[config.mk]
export PLATFORM = sky130hd
export DESIGN_NAME = instr_loader
export DESIGN_NICKNAME = d
export VERILOG_FILES = /design/src/rtl/instr_loader.sv
export SDC_FILE = /design/constraint.sdc
export NUM_CORES = 1
export LEC_CHECK = 0
export CAP_MARGIN = 25
export CORE_AREA = 4 4 172 174
export CTS_BUF_LIST = sky130_fd_sc_hd__clkbuf_2 sky130_fd_sc_hd__clkbuf_4 sky130_fd_sc_hd__clkbuf_8
export CTS_CLUSTER_SIZE = 20
export DETAILED_ROUTE_END_ITERATION = 8
export DIE_AREA = 0 0 176 178
export SYNTH_ARGS = -nofsm -noshare
export SYNTH_HDL_FRONTEND = slang
export SYNTH_SLANG_ARGS = --single-unit
[constraint.sdc]
create_clock -name clk_i -period 2.3 [get_ports clk_i]
set_input_delay 0.345 -clock clk_i [delete_from_list [all_inputs] [get_ports clk_i]]
set_output_delay 0.345 -clock clk_i [all_outputs]
set_load 0.005 [all_outputs]
[src/rtl/instr_loader.sv]
// Serial instruction loader: receives an 'L'-framed word image over a byte stream,
// writes it into instruction memory and answers with 'K' (good) or 'E' (error).
module instr_loader #(
   parameter logic [31:0] MEM_BASE       = 32'h0000_0000,
   parameter int unsigned MAX_WORDS      = 1024,
   parameter int unsigned TIMEOUT_CYCLES = 1_000_000
) (
   input  logic        clk_i,
   input  logic        rstn_i,
   input  logic [7:0]  out_data_i,
   input  logic        out_valid_i,
   output logic        out_ready_o,
   output logic [7:0]  in_data_o,
   output logic        in_valid_o,
   input  logic        in_ready_i,
   output logic        mem_we_o,
   output logic [31:0] mem_addr_o,
   output logic [31:0] mem_wdata_o,
   output logic        busy_o,
   output logic        done_o
);

   localparam logic [2:0] S_IDLE   = 3'd0;
   localparam logic [2:0] S_CNT_LO = 3'd1;
   localparam logic [2:0] S_CNT_HI = 3'd2;
   localparam logic [2:0] S_DATA   = 3'd3;
   localparam logic [2:0] S_CSUM   = 3'd4;
   localparam logic [2:0] S_RESP   = 3'd5;

   localparam logic [7:0]  CH_L     = 8'h4C;
   localparam logic [7:0]  CH_K     = 8'h4B;
   localparam logic [7:0]  CH_E     = 8'h45;
   localparam logic [31:0] TMO_LAST = TIMEOUT_CYCLES - 1;

   logic [2:0]  state_q, state_d;
   logic [15:0] cnt_q, cnt_d;
   logic [15:0] idx_q, idx_d;
   logic [1:0]  bidx_q, bidx_d;
   logic [31:0] asm_q, asm_d;
   logic [7:0]  csum_q, csum_d;
   logic [31:0] tmo_q, tmo_d;
   logic [7:0]  resp_q, resp_d;
   logic        we_q, we_d;
   logic [31:0] addr_q, addr_d;
   logic [31:0] wdata_q, wdata_d;
   logic        done_q, done_d;

   logic        accept;
   logic        counting;
   logic [15:0] n_words;
   logic [31:0] word_nxt;

   assign out_ready_o = (state_q != S_RESP);
   assign in_valid_o  = (state_q == S_RESP);
   assign in_data_o   = in_valid_o ? resp_q : 8'h00;
   assign busy_o      = (state_q != S_IDLE);
   assign mem_we_o    = we_q;
   assign mem_addr_o  = addr_q;
   assign mem_wdata_o = wdata_q;
   assign done_o      = done_q;

   assign accept   = out_valid_i && out_ready_o;
   assign counting = (state_q == S_CNT_LO) || (state_q == S_CNT_HI) ||
                     (state_q == S_DATA)   || (state_q == S_CSUM);
   assign n_words  = {out_data_i, cnt_q[7:0]};

   always_comb begin
      state_d  = state_q;
      cnt_d    = cnt_q;
      idx_d    = idx_q;
      bidx_d   = bidx_q;
      asm_d    = asm_q;
      csum_d   = csum_q;
      tmo_d    = tmo_q;
      resp_d   = resp_q;
      addr_d   = addr_q;
      wdata_d  = wdata_q;
      we_d     = 1'b0;
      done_d   = 1'b0;
      word_nxt = asm_q;
      word_nxt[{bidx_q, 3'b000} +: 8] = out_data_i;

      if (counting) tmo_d = tmo_q + 32'd1;
      if (accept)   tmo_d = 32'd0;

      case (state_q)
         S_IDLE: begin
            if (accept && out_data_i == CH_L) begin
               state_d = S_CNT_LO;
               tmo_d   = 32'd0;
            end
         end
         S_CNT_LO: begin
            if (accept) begin
               cnt_d   = {8'h00, out_data_i};
               state_d = S_CNT_HI;
            end
         end
         S_CNT_HI: begin
            if (accept) begin
               cnt_d = n_words;
               if (n_words == 16'd0 || {16'd0, n_words} > MAX_WORDS) begin
                  state_d = S_RESP;
                  resp_d  = CH_E;
               end else begin
                  state_d = S_DATA;
                  idx_d   = 16'd0;
                  bidx_d  = 2'd0;
                  csum_d  = 8'd0;
               end
            end
         end
         S_DATA: begin
            if (accept) begin
               csum_d = csum_q + out_data_i;
               asm_d  = word_nxt;
               bidx_d = bidx_q + 2'd1;
               // A full word is registered and strobed on the following cycle.
               if (bidx_q == 2'd3) begin
                  we_d    = 1'b1;
                  addr_d  = MEM_BASE + {14'd0, idx_q, 2'b00};
                  wdata_d = word_nxt;
                  idx_d   = idx_q + 16'd1;
                  if (idx_q == cnt_q - 16'd1) state_d = S_CSUM;
               end
            end
         end
         S_CSUM: begin
            if (accept) begin
               state_d = S_RESP;
               resp_d  = (out_data_i == csum_q) ? CH_K : CH_E;
            end
         end
         S_RESP: begin
            if (in_ready_i) begin
               state_d = S_IDLE;
               done_d  = (resp_q == CH_K);
            end
         end
         default: state_d = S_IDLE;
      endcase

      // An accepted byte always beats an expiring timeout.
      if (counting && !accept && tmo_q == TMO_LAST) begin
         state_d = S_RESP;
         resp_d  = CH_E;
      end
   end

   always_ff @(posedge clk_i or negedge rstn_i) begin
      if (!rstn_i) begin
         state_q <= S_IDLE;
         cnt_q   <= 16'd0;
         idx_q   <= 16'd0;
         bidx_q  <= 2'd0;
         asm_q   <= 32'd0;
         csum_q  <= 8'd0;
         tmo_q   <= 32'd0;
         resp_q  <= 8'd0;
         we_q    <= 1'b0;
         addr_q  <= 32'd0;
         wdata_q <= 32'd0;
         done_q  <= 1'b0;
      end else begin
         state_q <= state_d;
         cnt_q   <= cnt_d;
         idx_q   <= idx_d;
         bidx_q  <= bidx_d;
         asm_q   <= asm_d;
         csum_q  <= csum_d;
         tmo_q   <= tmo_d;
         resp_q  <= resp_d;
         we_q    <= we_d;
         addr_q  <= addr_d;
         wdata_q <= wdata_d;
         done_q  <= done_d;
      end
   end

endmodule
==> flow_summary.yaml, run 1 <==
status:
  status: "finished with violations"
  violations: "negative setup slack"
clock_tree:
  clockBufferDepth: 2
  h-tree-depth: 4
  clk_pin_slew_worst_paths_ps: 90
  tritoncts: "done"
  clk_latency_ps: 470
  numClockSinks: 162
  cts-root-buf: "clkbuf_8"
  cts_buffers: 17
sta:
  finalWorstSetupSlack_ps: -116
  tns_ps: -236
  max_slew_margin_pct: 64.8
  fin_crit_ps: 2420
  fin_crit_sh_pct: 105
  fin_skew_ps: 20.2
  rsz0062_at_grt: "true"
  clock.fmax_ghz: 0.414
  drv_slew: 0
  tightestPinTransition_ps: 526
  setup_viol: 4
  hold_violations: 0
run:
  maxCapViolations: 0
yosys:
  synth_compound_area_share_pct: 15.3
  ys_ff_latch: 162
  postSynthAreaPerCell_sq_um: 9.69
  synth_edf_count: 0
  synth_flop_cell: "dfrtp_1"
  synth_simple_gate_area_share_pct: 20.4
  synth_top_area_share_pct: 48.6
  netlist_top_cells_count: "dfrtp_1, nor2_1, nand2_1"
  synth_top_cell_by_area: "dfrtp_1"
  synth_top_family_by_area: "simple AND/OR/NAND/NOR gates"
  syn_inst: 861
  netlist_top_cells_area: "dfrtp_1, nor2_1, a22o_1, nand2_1, a221oi_1"
  synthAdderAreaFrac_pct: 2.79
  async_flop_share_pct: 100
  ys_seq_area_share_pct: 48.6
  synthXorXnorAreaFrac_pct: 6.51
  synthMuxAreaShare_pct: 1.32
  synth_most_common_cell: "dfrtp_1"
  ys_warn_count: 0
  synth_cell_types: 63
  synth_area_sq_um: 8340
setup_path:
  worstSetupPathType: "reg -> reg"
  slowest_delay_ps: 560
  crit_fanout: 3
  worst_ep_required_time_ps: 2620
  worstPathCellList: "or4_4, or4_4, nor3_4, o21ai_2, a2111oi_4, a41oi_1"
  crit_top_cell: "or4_4"
  worst_setup_path_end_kind: "flip-flop"
  cp_slowest_cell: "or4_4"
  cp-start-kind: "flip-flop"
  cp_data_arrival_time_ps: 2740
final_layout:
  final_cell_area_sq_um: 10900
  fin_nets: 1041
  diodes: 0
  final-seq-area_sq_um: 4050
  final_cells: 1402
  drive_gt1_share_pct: 19.3
  syn_to_final_growth_pct: 30.4
  fillerInstances: 2773
  multi_input_area_sq_um: 4200
global_route:
  grt_max_degree: 54
  grt_pass1_wl_mm: 36.7
  grt_pass1_vias: 6963
  track_usage_pct: 14.4
  overflow: 0
  antenna_found_initial: 1
route:
  dr.pass1.iters: 4
  first_iter_violations: 446
  routed_wirelength_mm: 22.1
  dr_total_vias: 6927
  post-route-drc-count: 0
  routedWlPerCell_um: 15.7
  viasPerCell: 4.94
  postRouteAntennaNets: 0
worst_hold_path:
  min_path_type: "in -> async"
power_and_ir_drop:
  power_per_cell_area_nw_per_um2: 940
  p_leak_uw: 0.00496
  vdd_drop_max_mv: 0.449
floorplan:
  dieArea_sq_um: 31300
  chipWidth_um: 176
  start_util_pct: 30.0
  io_pins: 89
  fp.dieH_um: 178
  core_area_sq_um: 27800
  row_count: 61
placed_design:
  hpwl_mm: 15.4
  portBuffers: 69
  dp.cells: 1362
  placed_area_sq_um: 10100
  gp_congestion: 0.809
[final timing paths]
check / start / endpoint / slack [ps] / depth (start not counted)
hold reg to reg: mem_addr_o[14]$_DFFE_PN0P_ / mem_addr_o[14]$_DFFE_PN0P_ / 480 / 2
setup / recovery: cnt_q[8]$_DFFE_PN0P_ / state_q[1]$_DFFE_PN0P_ / -120 / 6
min in group clk_i: out_data_i[0] / cnt_q[0]$_DFFE_PN0P_ / 430 / 4
setup reg to reg: cnt_q[8]$_DFFE_PN0P_ / state_q[1]$_DFFE_PN0P_ / -120 / 6
hold / removal: rstn_i / mem_we_o$_DFF_PN0_ / 400 / 2
max in group asynchronous: rstn_i / asm_q[8]$_DFFE_PN0P_ / 1280 / 3
[placed cells by master (no fill, tap or decap), drive strengths merged, types with 3 or more instances in the layout]
| master | count |
|---|---|
| and2 | 11 |
| o22ai | 3 |
| mux2 | 8 |
| nor4 | 12 |
| xnor2 | 32 |
| or2 | 3 |
| dlygate4sd2 | 5 |
| dfrtp | 162 |
| nor3 | 15 |
| and4 | 10 |
| nand4 | 13 |
| nor3b | 4 |
| xor2 | 30 |
| o21ai | 27 |
| or3 | 11 |
| a21o | 4 |
| nor2b | 8 |
| a221oi | 36 |
| and3 | 19 |
| buf | 111 |
| a211oi | 3 |
| clkbuf | 18 |
| a31oi | 5 |
| ha | 17 |
| clkdlybuf4s50 | 61 |
| conb | 19 |
| nand2b | 3 |
| clkinv | 5 |
| a22o | 43 |
| inv | 30 |
| nand2 | 89 |
| a2111oi | 3 |
| or4 | 7 |
| o211ai | 6 |
| nor2 | 122 |
| nand3 | 19 |
| o2111ai | 4 |
| a21oi | 15 |
[stage by stage]
step / hold slack (ps) / power, uW / setup WS [ps] / utilization, %
CTS: 398 / 10100 / -131 / 38.4
finish: 399 / 10200 / -116 / 39.2
global placement: 343 / 7600 / -337 / 36.5
detailed placement: 345 / 7650 / -389 / 36.5
floorplan: 49.4 / 5940 / -125 / -
global route: 418 / 10900 / -271 / 39.2
[critical path, delay by kind of cell (launching register included)]
family | cells | cell delay (ps)
simple gates | 3 | 1240
flops | 1 | 390
compound gates | 3 | 650
[per-layer routing]
layer	part of all wire (%)	GRT usage (%)	vias up
met2	46	22.7	149
li1	-	-	3341
met4	1.2	3.61	2
met1	48	20.4	3410
met5	0.059	0	-
met3	4.0	2.86	25
[state kept, by name, indices dropped and copies added (netlist names)]
| register | flops |
|---|---|
| csum_q | 8 |
| tmo_q | 32 |
| mem_wdata_o | 32 |
| cnt_q | 16 |
| mem_addr_o | 16 |
| asm_q | 32 |
| idx_q | 16 |
| state_q | 3 |
| mem_we_o | 1 |
| bidx_q | 2 |
| done_o | 1 |
| resp_q | 3 |
[layout make-up]
class | count | area share, %
multi-input cells | 627 | 38.6
flip-flops and latches | 162 | 37.3
well taps | 378 | 4.35
inverters | 23 | 0.794
clock inverters | 14 | 1.68
repair buffers | 180 | 15.0
clock buffers | 18 | 2.28
[power breakdown]
group | internal, uW | total (uW) | switching, uW | leakage [uW]
clock network | 1050 | 2290 | 1240 | 0.000220
registers | 3390 | 3780 | 390 | 0.00219
logic | 2130 | 4140 | 2020 | 0.00254
[logic make-up after synthesis]
logic type	after synthesis
AO/OA/AOI/OAI	166
XOR/XNOR	62
adder cells (fa/ha/maj)	18
buffers and inverters	90
flip-flops	162
multiplexers	10
other	1
AND/OR/NAND/NOR	352
[timing repair]
action | 4_1_cts | 5_1_grt
endpoints found under the setup margin | 16 | 13
hold endpoints to repair | 50 | 0
hold buffers | 1 | 0
pin swaps | 7 | 6
resized for setup | 26 | 31
setup buffers | 3 | 4
No activity file was read; power rests on OpenSTA's default activity.
==> inputs of run 2 (changes only) <==
--- a/config.mk
+++ b/config.mk
@@ -6,11 +6,12 @@
 export NUM_CORES = 1
 export LEC_CHECK = 0
 export CAP_MARGIN = 25
-export CORE_AREA = 4 4 172 174
+export CORE_AREA = 4 4 160 162
 export CTS_BUF_LIST = sky130_fd_sc_hd__clkbuf_2 sky130_fd_sc_hd__clkbuf_4 sky130_fd_sc_hd__clkbuf_8
+export CTS_CLUSTER_DIAMETER = 50
 export CTS_CLUSTER_SIZE = 20
 export DETAILED_ROUTE_END_ITERATION = 8
-export DIE_AREA = 0 0 176 178
+export DIE_AREA = 0 0 164 166
 export SYNTH_ARGS = -nofsm -noshare
 export SYNTH_HDL_FRONTEND = slang
 export SYNTH_SLANG_ARGS = --single-unit
==> flow_summary.yaml, run 2 (same netlist as run 1, synthesis figures left out) <==
status:
  status: "finished with violations"
  violations: "negative setup slack"
setup_path:
  worstPathCellList: "inv_2, ha_2, nor3b_4, buf_4, or3_4, a221oi_2, o32ai_2, a2111oi_4, a41oi_1"
  worstSetupPathType: "reg -> reg"
  worst_ep_required_time_ps: 2630
  cp_data_arrival_time_ps: 2720
  slowest_delay_ps: 390
  reg2reg_slack_ps: -90
  cp-start-kind: "flip-flop"
  worst_setup_path_end_kind: "flip-flop"
  cp_slowest_cell: "dfrtp_1"
  crit_fanout: 3
floorplan:
  chipWidth_um: 164
  dieArea_sq_um: 27200
  row_count: 57
  core_area_sq_um: 24100
  start_util_pct: 34.6
  fp.dieH_um: 166
  io_pins: 89
clock_tree:
  cts_buffers: 17
  tritoncts: "done"
  h-tree-depth: 4
  clockBufferDepth: 2
  cts-root-buf: "clkbuf_8"
  clk_latency_ps: 470
  numClockSinks: 162
  clk_pin_slew_worst_paths_ps: 100
sta:
  rsz0062_at_grt: "true"
  fin_skew_ps: 16.5
  tns_ps: -194
  hold_violations: 0
  setup_viol: 4
  fin_hold_ws_ps: 362
  clock.fmax_ghz: 0.418
  fin_crit_sh_pct: 104
  finalWorstSetupSlack_ps: -90.0
  fin_crit_ps: 2390
  drv_slew: 0
power_and_ir_drop:
  seq_power_share_pct: 37.1
  p_int_uw: 6480
  power_switching_uw: 3700
  vdd_drop_max_mv: 0.525
  p_sw_share_pct: 36.4
  power_per_cell_area_nw_per_um2: 931
  p_clk_share_pct: 20.6
  p_comb_share_pct: 42.4
  p_leak_uw: 0.00505
route:
  dr_total_vias: 6848
  dr.pass1.iters: 4
  viasPerCell: 5.02
  first_iter_violations: 408
  postRouteAntennaNets: 0
  routedWlPerCell_um: 15.7
  routed_wirelength_mm: 21.4
  post-route-drc-count: 0
placed_design:
  hpwl_mm: 15.1
  portBuffers: 69
  gp_congestion: 0.774
worst_hold_path:
  min_path_type: "in -> async"
final_layout:
  final_util_pct: 45.4
  fin_nets: 1057
  final-seq-area_sq_um: 4060
  syn_to_final_growth_pct: 31.1
  drive_gt1_share_pct: 21.0
  diodes: 0
  final_cell_mix: "dfrtp_1, nor2_1, buf_4, nand2_1, clkdlybuf4s50_1"
  multi_input_area_sq_um: 4210
  fillerInstances: 2359
  final_common_cell: "dfrtp_1"
global_route:
  busiest_layer: "met2"
  track_usage_pct: 15.9
  grt_use_met3_pct: 3.70
  met1_usage_pct: 22.3
  grt_max_degree: 65
  grt_pass1_wl_mm: 35.5
  overflow: 0
  grt_use_met2_pct: 25.4
  antenna_found_initial: 0
  grt_pass1_vias: 6801
run:
  maxCapViolations: 0
-- run 2: changes by cell type in the layout (fill, tap and decap cells not counted), sizes merged --
| cell | delta |
|---|---|
| inv | -2 |
| clkinvlp | +1 |
| buf | +15 |
| bufinv | -2 |
| dlymetal6s2s | +1 |
| dlygate4sd2 | -2 |
| clkdlybuf4s50 | +1 |
| clkinv | +4 |
-- run 2: cell type report --
| type | count | area share (%) |
|---|---|---|
| flip-flops and latches | 162 | 37.1 |
| well taps | 324 | 3.71 |
| clock buffers | 17 | 2.14 |
| clock inverters | 15 | 1.53 |
| repair buffers | 196 | 16.3 |
| multi-input cells | 627 | 38.5 |
| inverters | 23 | 0.789 |
-- run 2: worst paths after layout --
check	startpoint	to	depth (start not counted)
min reg2reg	mem_addr_o[17]$_DFFE_PN0P_	mem_addr_o[17]$_DFFE_PN0P_	2
max	cnt_q[1]$_DFFE_PN0P_	state_q[1]$_DFFE_PN0P_	9
min in group clk_i	mem_addr_o[17]$_DFFE_PN0P_	mem_addr_o[17]$_DFFE_PN0P_	2
min	rstn_i	mem_we_o$_DFF_PN0_	2
max reg2reg	cnt_q[1]$_DFFE_PN0P_	state_q[1]$_DFFE_PN0P_	9
max in group asynchronous	rstn_i	cnt_q[3]$_DFFE_PN0P_	3
-- run 2: metrics by stage --
| stage | power (uW) | setup WS (ps) | std cells | cell area [sq um] |
|---|---|---|---|---|
| global placement | 7660 | -332 | 1320 | 10200 |
| finish | 10200 | -90.0 | 1364 | 10900 |
| global route | 10900 | -253 | 1364 | 10900 |
| CTS | 10100 | -97.5 | 1359 | 10700 |
| floorplan | 5940 | -125 | 879 | 8450 |
| detailed placement | 7720 | -351 | 1320 | 10200 |
-- run 2: what timing repair did --
item,CTS,global route
pin swaps,9,9
setup endpoints to repair,27,23
gates resized for setup,33,31
setup buffers,7,4
endpoints found under the hold margin,37,0
gates cloned,0,1
hold buffers,1,0
-- run 2: routing by layer --
metal	up-vias	share of wire [%]
met5	-	0
met4	0	0.96
met3	18	3.7
met2	110	48
met1	3340	47
li1	3380	-
-- run 2: worst max-delay path: cells and delay by family, from the launching register on --
family                   cells  cell delay [ps]
AO/OA/AOI/OAI                4             1010
adder cells (fa/ha/maj)      1              180
buffers and inverters        2              190
flip-flops                   1              390
AND/OR/NAND/NOR              2              480
-- run 2: power by group through the flow --
stage | Sequential, uW | Combinational [uW] | Clock [uW]
3_3_place_gp | 3820 | 3840 | 0
3_5_place_dp | 3830 | 3890 | 0
6_report | 3770 | 4310 | 2090
5_1_grt | 3850 | 4770 | 2290
4_1_cts | 3770 | 4170 | 2170
2_1_floorplan | 3810 | 2140 | 0
==> inputs of run 3 (changes only) <==
--- a/config.mk
+++ b/config.mk
@@ -12,6 +12,7 @@
 export CTS_CLUSTER_SIZE = 20
 export DETAILED_ROUTE_END_ITERATION = 8
 export DIE_AREA = 0 0 164 166
+export GPL_TIMING_DRIVEN = 0
 export SYNTH_ARGS = -nofsm -noshare
 export SYNTH_HDL_FRONTEND = slang
 export SYNTH_SLANG_ARGS = --single-unit
==> flow_summary.yaml, run 3 (same netlist as run 1, synthesis figures left out) <==
power_and_ir_drop:
  vdd_drop_max_mv: 0.703
  seq_power_share_pct: 39.0
  p_sw_share_pct: 37.2
  p_clk_share_pct: 21.4
  total_power_uw: 10000
  power_switching_uw: 3730
  p_comb_share_pct: 39.6
  p_int_uw: 6300
  power_per_cell_area_nw_per_um2: 941
  p_leak_uw: 0.00478
global_route:
  antenna_found_initial: 0
  grt_pass1_vias: 6790
  grt_pass1_wl_mm: 35.9
  grt_use_met3_pct: 3.85
  met1_usage_pct: 22.2
  overflow: 0
  grt_use_met2_pct: 25.3
  busiest_layer: "met2"
  track_usage_pct: 16.1
  grt_max_degree: 103
sta:
  fin_hold_ws_ps: 397
  fin_crit_ps: 2530
  setup_viol: 10
  clock.fmax_ghz: 0.395
  rsz0062_at_grt: "true"
  fin_crit_sh_pct: 110
  hold_violations: 0
  max_slew_margin_pct: 52.2
  fin_skew_ps: 17.3
  tightestPinTransition_ps: 718
  drv_slew: 0
  finalWorstSetupSlack_ps: -233
route:
  dr.pass1.iters: 6
  routed_wirelength_mm: 21.9
  routedWlPerCell_um: 16.4
  viasPerCell: 5.13
  dr_total_vias: 6839
  post-route-drc-count: 0
  first_iter_violations: 311
  postRouteAntennaNets: 0
setup_path:
  cp_data_arrival_time_ps: 2880
  slowest_delay_ps: 550
  worst_ep_required_time_ps: 2650
  crit_top_cell: "or4_4"
  worstPathCellList: "or4_4, or4_4, xnor2_2, nand4_1, a2111oi_4, a41oi_2"
  cp_slowest_cell: "or4_4"
  crit_fanout: 4
  worst_setup_path_end_kind: "flip-flop"
  worstSetupPathType: "reg -> reg"
  cp-start-kind: "flip-flop"
status:
  violations: "negative setup slack"
  status: "finished with violations"
run:
  maxCapViolations: 0
floorplan:
  fp.dieH_um: 166
  core_area_sq_um: 24100
  chipWidth_um: 164
  start_util_pct: 34.6
  row_count: 57
  dieArea_sq_um: 27200
  io_pins: 89
placed_design:
  portBuffers: 69
  pre_cts_slack_ps: -1080
  hpwl_mm: 14.7
  gp_congestion: 0.850
  dp.cells: 1273
clock_tree:
  clk_pin_slew_worst_paths_ps: 90
  cts_buffers: 17
  clockBufferDepth: 2
  numClockSinks: 162
  h-tree-depth: 4
  clk_latency_ps: 490
  cts-root-buf: "clkbuf_8"
  tritoncts: "done"
final_layout:
  final_cells: 1333
  final_util_pct: 44.2
  final_cell_mix: "dfrtp_1, nor2_1, nand2_1, clkdlybuf4s50_1, buf_4"
  final_common_cell: "dfrtp_1"
  fin_nets: 1026
  diodes: 0
  syn_to_final_growth_pct: 27.8
  drive_gt1_share_pct: 19.2
worst_hold_path:
  min_path_type: "in -> async"
run 3: cell types whose count changed in the layout (fill, tap and decap cells not counted), sizes merged:
cell and delta:
buf -57, clkbuf +26, clkdlybuf4s50 +6, clkinv -5, dlygate4sd2 -3, dlymetal6s2s -3
clkinvlp +2, inv +2, bufinv +1
run 3: metrics by stage:
stage | instance area (sq um) | TNS [ps]
6_report | 10700 | -1210
5_1_grt | 10700 | -3360
4_1_cts | 10300 | -827
3_5_place_dp | 9580 | -83000
3_3_place_gp | 9550 | -1050030
2_1_floorplan | 8450 | -243
run 3: critical path, delay by kind of cell (launching register included):
family           cells  cell delay [ps]
AND/OR/NAND/NOR      3             1250
XOR/XNOR             1              130
flip-flops           1              430
AO/OA/AOI/OAI        2              600
run 3: power by group through the flow:
stage,Sequential (uW),Combinational (uW),Clock (uW)
global route,4000,4370,2330
CTS,3910,3640,2200
finish,3910,3970,2150
global placement,3880,3240,0
floorplan,3810,2140,0
detailed placement,3880,3300,0
run 3: repair_timing:
| item | 4_1_cts | 5_1_grt |
|---|---|---|
| endpoints found under the hold margin | 60 | 0 |
| hold buffers | 1 | 0 |
| pin swaps | 12 | 18 |
| setup buffers | 16 | 20 |
| endpoints found under the setup margin | 124 | 108 |
| resized for setup | 69 | 52 |
run 3: cell type report:
type	count	area, sq um
Clock buffer	17	234
Fill cell	2410	13400
Timing Repair Buffer	107	1010
Tap cell	324	405
Multi-Input combinational cell	627	4340
Sequential cell	162	4070
Buffer	58	347
Clock inverter	15	163
Inverter	23	91.3
run 3: worst paths after layout:
check | end | slack [ps] | from | cells after the start
setup / recovery | state_q[1]$_DFFE_PN0P_ | -230 | cnt_q[4]$_DFFE_PN0P_ | 6
hold / removal | mem_we_o$_DFF_PN0_ | 400 | rstn_i | 2
setup reg to reg | state_q[1]$_DFFE_PN0P_ | -230 | cnt_q[4]$_DFFE_PN0P_ | 6
hold reg to reg | mem_addr_o[11]$_DFFE_PN0P_ | 480 | mem_addr_o[11]$_DFFE_PN0P_ | 2
max in group asynchronous | asm_q[17]$_DFFE_PN0P_ | 1030 | rstn_i | 3
min in group clk_i | mem_addr_o[11]$_DFFE_PN0P_ | 480 | mem_addr_o[11]$_DFFE_PN0P_ | 2
run 3: metal layers:
metal / wire, um / up-vias
met3: 881 / 26
met2: 10400 / 130
met1: 10300 / 3359
met4: 342 / 0
met5: 0 / -
li1: - / 3324
